==> config.mk <==
export PLATFORM = sky130hd
export DESIGN_NAME = dump_seq_ctrl
export DESIGN_NICKNAME = d
export VERILOG_FILES = /design/src/rtl/dump_seq_ctrl.sv
export SDC_FILE = /design/constraint.sdc
export NUM_CORES = 1
export LEC_CHECK = 0
export ABC_AREA = 0
export CAP_MARGIN = 20
export CORE_MARGIN = 2
export CORE_UTILIZATION = 64
export CTS_CLUSTER_DIAMETER = 60
export DETAILED_ROUTE_END_ITERATION = 8
export GPL_TIMING_DRIVEN = 0
export PLACE_DENSITY_LB_ADDON = 0.1
export REMOVE_ABC_BUFFERS = 1
export SLEW_MARGIN = 30
export SYNTH_ARGS = -nofsm -noshare
export SYNTH_HDL_FRONTEND = slang
export SYNTH_SLANG_ARGS = --single-unit
==> constraint.sdc <==
create_clock -name clk_sys -period 5.2 [get_ports clk_sys]
set_input_delay 1.04 -clock clk_sys [delete_from_list [all_inputs] [get_ports clk_sys]]
set_output_delay 1.04 -clock clk_sys [all_outputs]
set_load 0.02 [all_outputs]
==> src/rtl/dump_seq_ctrl.sv <==
// dump_seq_ctrl
// Plays a small table of DUMP entries (dump_choice/dump_para), one entry per
// bridge cycle: load DUMP, arm on a fresh bri_cycle rising edge, fire
// state_start/pluse_start, then track DUMP's dump_on pulse before moving on.
//
// Handshake summary: seq_go is accepted only while idle (seq_busy=0) and is a
// single-cycle request with no ready return; seq_busy rises the cycle after an
// accepted go and falls in the first idle cycle. Toward DUMP, dump_load and
// state_start/pluse_start are one-cycle pulses with no back-pressure; dump_on
// going 1 then 0 is taken as completion of the fired entry. seq_abort forces
// idle from any active state and outranks every other request.
module dump_seq_ctrl #(
    parameter int DEPTH   = 8,
    parameter int AW      = 3,
    parameter int PARA_W  = 12,
    parameter int TMO_W   = 16,
    parameter int TIMEOUT = 50000
) (
    input  logic              clk_sys,
    input  logic              rst,
    input  logic              cfg_we,
    input  logic [AW-1:0]     cfg_addr,
    input  logic [2:0]        cfg_choice,
    input  logic [PARA_W-1:0] cfg_para,
    input  logic [AW:0]       seq_len,
    input  logic              seq_go,
    input  logic              seq_abort,
    input  logic              bri_cycle,
    input  logic              dump_on,
    output logic [2:0]        dump_choice,
    output logic [PARA_W-1:0] dump_para,
    output logic              dump_load,
    output logic              state_start,
    output logic              pluse_start,
    output logic              seq_busy,
    output logic              seq_done,
    output logic              seq_err,
    output logic [AW-1:0]     seq_idx,
    output logic [2:0]        dbg_state
);

    localparam logic [2:0] S_IDLE     = 3'd0;
    localparam logic [2:0] S_LOAD     = 3'd1;
    localparam logic [2:0] S_ARM      = 3'd2;
    localparam logic [2:0] S_START    = 3'd3;
    localparam logic [2:0] S_WAIT_ACT = 3'd4;
    localparam logic [2:0] S_WAIT_END = 3'd5;
    localparam logic [2:0] S_NEXT     = 3'd6;
    localparam logic [2:0] S_DONE     = 3'd7;

    localparam logic [AW:0]      DEPTH_L = (AW+1)'(DEPTH);
    localparam logic [TMO_W-1:0] TMO_LAST = TMO_W'(TIMEOUT - 1);

    logic [2:0]        state_q, state_d;
    logic [AW-1:0]     idx_q, idx_d;
    logic [AW:0]       len_q, len_d;
    logic [TMO_W-1:0]  tmo_q;
    logic              bri_prev_q;
    logic              err_q;
    logic [2:0]        choice_q;
    logic [PARA_W-1:0] para_q;

    logic [2:0]        tbl_choice_q [DEPTH];
    logic [PARA_W-1:0] tbl_para_q   [DEPTH];

    logic              go_acc;
    logic              we_acc;
    logic              bri_rise;
    logic              in_tmo;
    logic              tmo_hit;
    logic              last_entry;
    logic [AW:0]       len_clamp;
    logic              load_en;
    logic [AW-1:0]     load_idx;
    logic [2:0]        ld_choice;
    logic [PARA_W-1:0] ld_para;

    assign go_acc     = (state_q == S_IDLE) && seq_go && !seq_abort;
    assign we_acc     = (state_q == S_IDLE) && cfg_we;
    assign bri_rise   = bri_cycle && !bri_prev_q;
    assign in_tmo     = (state_q == S_ARM) || (state_q == S_WAIT_ACT) ||
                        (state_q == S_WAIT_END);
    assign tmo_hit    = in_tmo && (tmo_q == TMO_LAST);
    assign last_entry = ({1'b0, idx_q} == (len_q - (AW+1)'(1)));
    assign len_clamp  = (seq_len > DEPTH_L) ? DEPTH_L : seq_len;

    // Next-state logic: abort beats timeout, timeout beats normal progress.
    always_comb begin
        state_d  = state_q;
        idx_d    = idx_q;
        len_d    = len_q;
        load_en  = 1'b0;
        load_idx = idx_q;
        case (state_q)
            S_IDLE: begin
                if (go_acc) begin
                    len_d = len_clamp;
                    idx_d = '0;
                    if (len_clamp == '0) begin
                        state_d = S_DONE;
                    end else begin
                        state_d  = S_LOAD;
                        load_en  = 1'b1;
                        load_idx = '0;
                    end
                end
            end
            S_LOAD:     state_d = S_ARM;
            S_ARM:      if (bri_rise) state_d = S_START;
            S_START:    state_d = S_WAIT_ACT;
            S_WAIT_ACT: if (dump_on) state_d = S_WAIT_END;
            S_WAIT_END: if (!dump_on) state_d = S_NEXT;
            S_NEXT: begin
                if (last_entry) begin
                    state_d = S_DONE;
                end else begin
                    idx_d    = idx_q + AW'(1);
                    state_d  = S_LOAD;
                    load_en  = 1'b1;
                    load_idx = idx_q + AW'(1);
                end
            end
            S_DONE:     state_d = S_IDLE;
            default:    state_d = S_IDLE;
        endcase
        if (tmo_hit) begin
            state_d = S_IDLE;
            load_en = 1'b0;
        end
        if (seq_abort && (state_q != S_IDLE)) begin
            state_d = S_IDLE;
            idx_d   = idx_q;
            load_en = 1'b0;
        end
    end

    // Entry fetch: a write landing on the same cycle as go is forwarded so the
    // first load sees the new value.
    always_comb begin
        ld_choice = tbl_choice_q[load_idx];
        ld_para   = tbl_para_q[load_idx];
        if (we_acc && (cfg_addr == load_idx)) begin
            ld_choice = cfg_choice;
            ld_para   = cfg_para;
        end
    end

    // Control registers: state, entry index, latched length, bri_cycle history.
    always_ff @(posedge clk_sys) begin
        if (rst) begin
            state_q    <= S_IDLE;
            idx_q      <= '0;
            len_q      <= '0;
            bri_prev_q <= 1'b0;
        end else begin
            state_q    <= state_d;
            idx_q      <= idx_d;
            len_q      <= len_d;
            bri_prev_q <= bri_cycle;
        end
    end

    // Per-entry watchdog: restarts in LOAD, counts while waiting on bri/DUMP.
    always_ff @(posedge clk_sys) begin
        if (rst) begin
            tmo_q <= '0;
        end else if (state_q == S_LOAD) begin
            tmo_q <= '0;
        end else if (in_tmo) begin
            tmo_q <= tmo_q + TMO_W'(1);
        end
    end

    // Sticky timeout flag, cleared by the next accepted go.
    always_ff @(posedge clk_sys) begin
        if (rst) begin
            err_q <= 1'b0;
        end else if (go_acc) begin
            err_q <= 1'b0;
        end else if (tmo_hit && !seq_abort) begin
            err_q <= 1'b1;
        end
    end

    // DUMP parameter registers: updated only when entering LOAD, held otherwise.
    always_ff @(posedge clk_sys) begin
        if (rst) begin
            choice_q <= '0;
            para_q   <= '0;
        end else if (load_en) begin
            choice_q <= ld_choice;
            para_q   <= ld_para;
        end
    end

    // Entry table: writable only while idle.
    always_ff @(posedge clk_sys) begin
        if (rst) begin
            for (int i = 0; i < DEPTH; i++) begin
                tbl_choice_q[i] <= '0;
                tbl_para_q[i]   <= '0;
            end
        end else if (we_acc) begin
            tbl_choice_q[cfg_addr] <= cfg_choice;
            tbl_para_q[cfg_addr]   <= cfg_para;
        end
    end

    assign dump_choice = choice_q;
    assign dump_para   = para_q;
    assign dump_load   = (state_q == S_LOAD);
    assign state_start = (state_q == S_START);
    assign pluse_start = (state_q == S_START);
    assign seq_busy    = (state_q != S_IDLE);
    assign seq_done    = (state_q == S_DONE);
    assign seq_err     = err_q;
    assign seq_idx     = idx_q;
    assign dbg_state   = state_q;

endmodule
# == Word-level counts from Yosys, hierarchy flattened ==
# Memory sizes are Yosys's and may differ from the RTL's. A register that Yosys moved wholly into a read port is not among the register bits.
# Index checks and enable logic that the tools add are counted.
# totals
regBits,28
latchBits,0
mem_bits_rw,120
rom_bits,0
input_bits,29
output_inout_bits,27
word_cells,80
memories,2
# memory_table
name,words,width,read_ports,rd_clocked_by_memory_dff,wr,line_no,source
tbl_para_q,8,12,1,1,8,64,logic [PARA_W-1:0] tbl_para_q [DEPTH];
tbl_choice_q,8,3,1,1,8,63,logic [2:0] tbl_choice_q [DEPTH];
# op_classes
addsub,3
mul,0
div,0
magnitude_cmp,1
n_eq_ne,13
shifts,0
muxes,31
n_bitwise,1
n_reduce_logical,23
# ops
cell,n
$mux 3,13
$pmux 3 s8,1
$add 16x1->16 const B,1
$eq 16x16->1 const B,1
$eq 3x3->1 const B,4
$mux 1,12
$mux 12,1
$pmux 3 s2,2
$reduce_or 12->1,1
$ne 2x2->1 const B,4
$logic_and 1x1->1,7
$eq 3x2->1 const B,2
$reduce_or 3->1,2
$eq 3x4->1,1
$gt 4x4->1 const B,1
$logic_not 4->1,1
$mux 4,1
$reduce_and 4->1,1
$reduce_or 2->1,2
$sub 4x1->4 const B,1
$add 3x1->3 const B,1
$eq 3x1->1 const B,1
$logic_not 3->1,1
$reduce_and 3->1,1
other kinds (7),9

# == Longest topological paths before layout ==
# logic_depth
depth_word,8
mapped_depth,12
ltp_nobuf,9

# == Least setup slack after synthesis ==
# Ideal clock, no wire load.
# synth_timing
path_type,input -> register
startpoint,input seq_len[0]
endpoint,"register choice_q[0], in the netlist dump_choice[0], read port of tbl_choice_q"
setup_ns,0.079
t_arrival_ns,3.353
required_ns,5.121
setup_slack_ns,1.768
path_stages,8
n_path_buf,2
path_cell_list,or4_1 -> a311oi_2 -> nor2_2 -> mux2_4 -> or4_4 -> buf_6 -> buf_6 -> o221ai_2
# synth_via
elab_chain_len,8
word_cells_on_any_way,11
classes_between,1 x order compare; 9 x mux; 1 x reduce/logical
# synth_rtl
item,line_no,source
from (decl),25,"input logic [AW:0] seq_len,"
$gt 4x4->1,85,assign len_clamp = (seq_len > DEPTH_L) ? DEPTH_L : seq_len;
$mux 4 *,85,
$logic_not 4->1 *,99,if (len_clamp == '0) begin
$mux 1,99,
$mux 1,96,if (go_acc) begin
$pmux 1 s2,94,case (state_q)
$mux 1,126,if (tmo_hit) begin
$mux 1,130,if (seq_abort && (state_q != S_IDLE)) begin
to (decl),60,logic [2:0] choice_q;
# Every way passes the cells marked *; elsewhere a longest branch is shown, timed or not.
# A chain may end at the register's enable or synchronous reset.

# == Worst setup path after layout ==
# layout_timing
startpoint,input seq_abort
endpoint,"register para_q[9], in the netlist dump_para[9], read port of tbl_para_q"
# layout_via
elab_chain_len,6
word_cells_on_any_way,9
classes_between,6 x mux; 3 x reduce/logical
# layout_rtl
item,line_no,source
from (decl),27,"input logic seq_abort,"
$logic_not 1->1,78,assign go_acc = (state_q == S_IDLE) && seq_go && !seq_abort;
$logic_and 1x1->1,78,
$mux 1,96,
$pmux 1 s2,94,
$mux 1,126,
$mux 1,130,
to (decl),61,logic [PARA_W-1:0] para_q;
# Parallel ways exist; a longest one is shown, timed or not.

==> results.txt <==
- The startpoint identified for the worst register-to-register timing path is len_q[0].
- Between clock sinks in the finished design, the worst skew comes to 0.01105 ns.
- In this run the horizontal extent of the chip is 116.0 um.
- Final ANT Viol Nets: 0
- Clock net sink count: 163
- Post-synthesis average cell area: 10.01 um2
- Vertical die dimension: 116.0 um
* Synth top area share: 44.92%
* Pin count of the biggest net entering global routing: 61
* Worst Setup End Kind: flip-flop
- The cell area that synthesis handed to floorplanning was 8021 um2.
- In the finished design, the share of the clock period the worst path needs comes to 79.00%.
- DRC Markers: 0
- The count of final hold-check violations was 0.
- Int Power: 2.175 mW
* Number of rows created at floorplan: 40
* Worst Hold Path EP: dump_choice[0]
* Total global routing overflow: 0
- Top area cells in the synthesized netlist: sky130_fd_sc_hd__edfxtp_1 (45%), sky130_fd_sc_hd__dfxtp_1 (11%), sky130_fd_sc_hd__nand3_1 (6.2%)
- Total number of yosys warnings: 0
- Post-CTS clock slew at the launch and capture registers of the worst setup and hold paths: 0.06 ns
* Initial DRC count: 1006
* Total wire length: 23110 um
- RSZ-0062 raised after global routing: false
- STA classifies the critical path startpoint as an input pin.
- By count the netlist is led by sky130_fd_sc_hd__edfxtp_1 (120), sky130_fd_sc_hd__nand3_1 (100), sky130_fd_sc_hd__nor3_1 (96).
- In this run the worst path has a maximum fanout of 31.
- The endpoint identified for the worst register-to-register timing path is dump_para[9].
- Post-synthesis to final-layout area growth: 16.74%
- Once the clock tree was built, the resizer swapped 0 gates to a different size.
- Share of total power in sequential cells: 50.4%
- Data required time of the worst path: 5.51 ns
- The number of hold buffers added after CTS was 0.
- Final net count: 843
- The cell sitting at the root of the clock tree is a sky130_fd_sc_hd__clkbuf_16.
- Tightest Hold Check Type: flip-flop to flip-flop
* Initial antenna violation count: 0
- The first global-routing pass estimated 35260 um of wire.
- Routed via count: 7050
- Cell type contributing the most total cell area after synthesis: sky130_fd_sc_hd__edfxtp_1
- Sequential elements use 55.65% of the synthesized area.
- TritonCTS built the clock tree.
* Global placement routability congestion: 0.8763
- Register-to-register setup slack: 1.17 ns
- In the synthesized netlist the async set-or-reset flop fraction comes to 0%.
- Dividing the detail-routed wire length by the instance count gives 23.30 um.
- Worst max-slew margin expressed relative to the limit: 38.15%
* Number of antenna cells inserted: 0
- The number of max-slew violations in the final report came to 0.
- Proportion of total power due to net switching: 25.96%
- Sw Pwr: 0.7625 mW
- The worst path needs 4.108 ns of the cycle, external delays included.
- For this run, the total global-route usage over all layers was measured as 35.19%.
- TritonRoute pass-1 iters: 8
- Max VDD drop: 0.2335 mV
- Number of flops mapped to enable cells by yosys: 120
- Once the floorplan was initialized, standard cells occupied 66.23% of the core.
- Transition time of the tightest slew-check pin: 0.9267 ns
- Synthesis handed over a netlist of 801 instances.
* Most numerous cell in the Yosys netlist: sky130_fd_sc_hd__edfxtp_1
* Tot Pwr: 2.937 mW
* Vias per Instance: 7.107
- The flow ran to the end, and the final reports show no timing, DRC or antenna violations.
- Final setup violating endpoints: 0
* Core Area: 12110 um2
- PortBufs: 55
- Post-synthesis cell type count: 57
* # Max-Cap Violations: 0
* Power share of the clock group: 39.1%
- The clock reaches the later pin of the worst-skew pair after 0.44 ns.
* Maximum buffer depth of the clock tree: 2
- The worst setup path is of the input pin to flip-flop kind.
- In this run the most critical hold path is launched from dump_choice[0].
* Die outline area: 13450 um2
- Post-synth top flop: sky130_fd_sc_hd__edfxtp_1
- After synthesis the netlist holds a flip-flop and latch count of 163.
- For the worst setup path, the data arrival time is 4.42 ns.
- Peak clock frequency supported by timing: 243.4 MHz
* Top-Level Pins: 56
- Reg2reg path depth: 11
* Static power due to leakage: 2.987 nW
- Combinational cell fraction of total power: 10.5%
- Post-CTS Setup Inserts: 0
- After routing, the total negative slack on setup checks comes to 0 ns.
- The H-tree was split into 4 levels.
- Vias in the first global route: 6770
* Pwr/cell area: 313.7 nW/um2
- Along the worst hold path, the cell count comes to 2.
- In the final layout, the share of cells above drive strength 1 is 11.04%.
* DP Wirelength: 12980 um
- TritonCTS Buffers: 17
==> cell usage in the layout, fill, tap and decap left out, types with 3 or more instances in the layout <==
master / count
sky130_fd_sc_hd__o21ai_4: 6
sky130_fd_sc_hd__nor2_2: 3
sky130_fd_sc_hd__and3_1: 3
sky130_fd_sc_hd__edfxtp_1: 120
sky130_fd_sc_hd__o21ai_0: 68
sky130_fd_sc_hd__nand2b_1: 3
sky130_fd_sc_hd__dfxtp_1: 43
sky130_fd_sc_hd__nor3_1: 96
sky130_fd_sc_hd__inv_6: 3
sky130_fd_sc_hd__a211oi_1: 6
sky130_fd_sc_hd__nand4_1: 46
sky130_fd_sc_hd__buf_8: 4
sky130_fd_sc_hd__nand3b_1: 5
sky130_fd_sc_hd__o221ai_1: 5
sky130_fd_sc_hd__clkinv_1: 17
sky130_fd_sc_hd__clkinv_2: 4
sky130_fd_sc_hd__xor2_1: 6
sky130_fd_sc_hd__clkdlybuf4s50_1: 53
sky130_fd_sc_hd__ha_1: 3
sky130_fd_sc_hd__clkbuf_16: 17
sky130_fd_sc_hd__a21oi_1: 17
sky130_fd_sc_hd__nor4_1: 33
sky130_fd_sc_hd__o221ai_2: 10
sky130_fd_sc_hd__o31ai_4: 3
sky130_fd_sc_hd__inv_1: 8
sky130_fd_sc_hd__nor2_1: 24
sky130_fd_sc_hd__or3_1: 4
sky130_fd_sc_hd__nand2_1: 38
sky130_fd_sc_hd__nor2b_1: 3
sky130_fd_sc_hd__xnor2_1: 12
sky130_fd_sc_hd__nand3_1: 100
sky130_fd_sc_hd__buf_6: 6
==> flip-flops by register name, indices dropped and copies added, names as in the netlist <==
| name | count |
|---|---|
| tbl_para_q | 96 |
| tbl_choice_q | 24 |
| tmo_q | 16 |
| dump_para | 12 |
| len_q | 4 |
| dbg_state | 3 |
| dump_choice | 3 |
| seq_idx | 3 |
| bri_prev_q | 1 |
| seq_err | 1 |
==> worst max-delay path, cell delays in order <==
cell,delay [ns]
sky130_fd_sc_hd__clkdlybuf4s50_1,0.53
sky130_fd_sc_hd__nand2b_1,0.28
sky130_fd_sc_hd__o311ai_0,0.33
sky130_fd_sc_hd__o31a_1,0.33
sky130_fd_sc_hd__and2_2,0.68
sky130_fd_sc_hd__xnor2_1,0.26
sky130_fd_sc_hd__o31ai_4,0.48
sky130_fd_sc_hd__buf_6,0.23
sky130_fd_sc_hd__buf_6,0.17
sky130_fd_sc_hd__o221ai_2,0.09
==> power by group through the flow <==
stage / Sequential (mW) / Clock (mW) / Combinational [mW]
4_1_cts: 1.48 / 1.14 / 0.303
3_5_place_dp: 1.51 / 0 / 0.299
3_3_place_gp: 1.50 / 0 / 0.263
5_1_grt: 1.48 / 1.19 / 0.325
2_1_floorplan: 1.51 / 0 / 0.144
6_report: 1.48 / 1.15 / 0.308
==> how the worst max path moves through the flow <==
stage | slack (ns) | end | startpoint
global route | 0.96 | dump_para[9] | seq_abort
CTS | 1.17 | dump_para[9] | seq_abort
finish | 1.09 | dump_para[9] | seq_abort
detailed placement | 0.75 | dump_choice[2] | rst
floorplan | 0.34 | dump_para[0] | seq_len[0]
global placement | -2.27 | dump_para[1] | seq_len[0]
==> layer usage <==
layer  GRT usage, %  part of all wire, %
met1          44.67                   36
met2          57.27                   49
met3          8.159                   12
met4          17.46                  3.6
met5              0                    0
==> cell families (layout without fill, tap and decap cells) <==
| group | count (synthesis) | in the layout | synth area share, % |
|---|---|---|---|
| AO/OA/AOI/OAI | 127 | 127 | 10.42 |
| XOR/XNOR | 20 | 20 | 2.542 |
| adder cells (fa/ha/maj) | 3 | 3 | 0.4680 |
| buffers and inverters | 104 | 127 | 5.257 |
| flip-flops | 163 | 163 | 55.65 |
| multiplexers | 3 | 3 | 0.4523 |
| AND/OR/NAND/NOR | 381 | 381 | 25.21 |
==> area by class of cell <==
class	count	area [um2]
Sequential cell	163	4464
Multi-Input combinational cell	534	3294
Fill cell	788	2748
Timing Repair Buffer	71	778.2
Clock buffer	20	446.7
Tap cell	168	210.2
Inverter	24	90.09
Clock inverter	12	80.08
==> per-stage QoR <==
step                      setup slack, ns  utilization [%]  hold WS [ns]  instances  area, um2
after CTS                           1.172            77.19        0.4751        991       9349
after floorplan                    0.3380                -        0.4519        721       7690
after global placement             -2.271            69.77        0.4447        944       8451
after global routing               0.9571            77.31        0.4998        992       9364
after detailed placement           0.7484            72.84        0.4518        959       8822
final                               1.092            77.31        0.4740        992       9364
(Power assumes the default switching activity.)
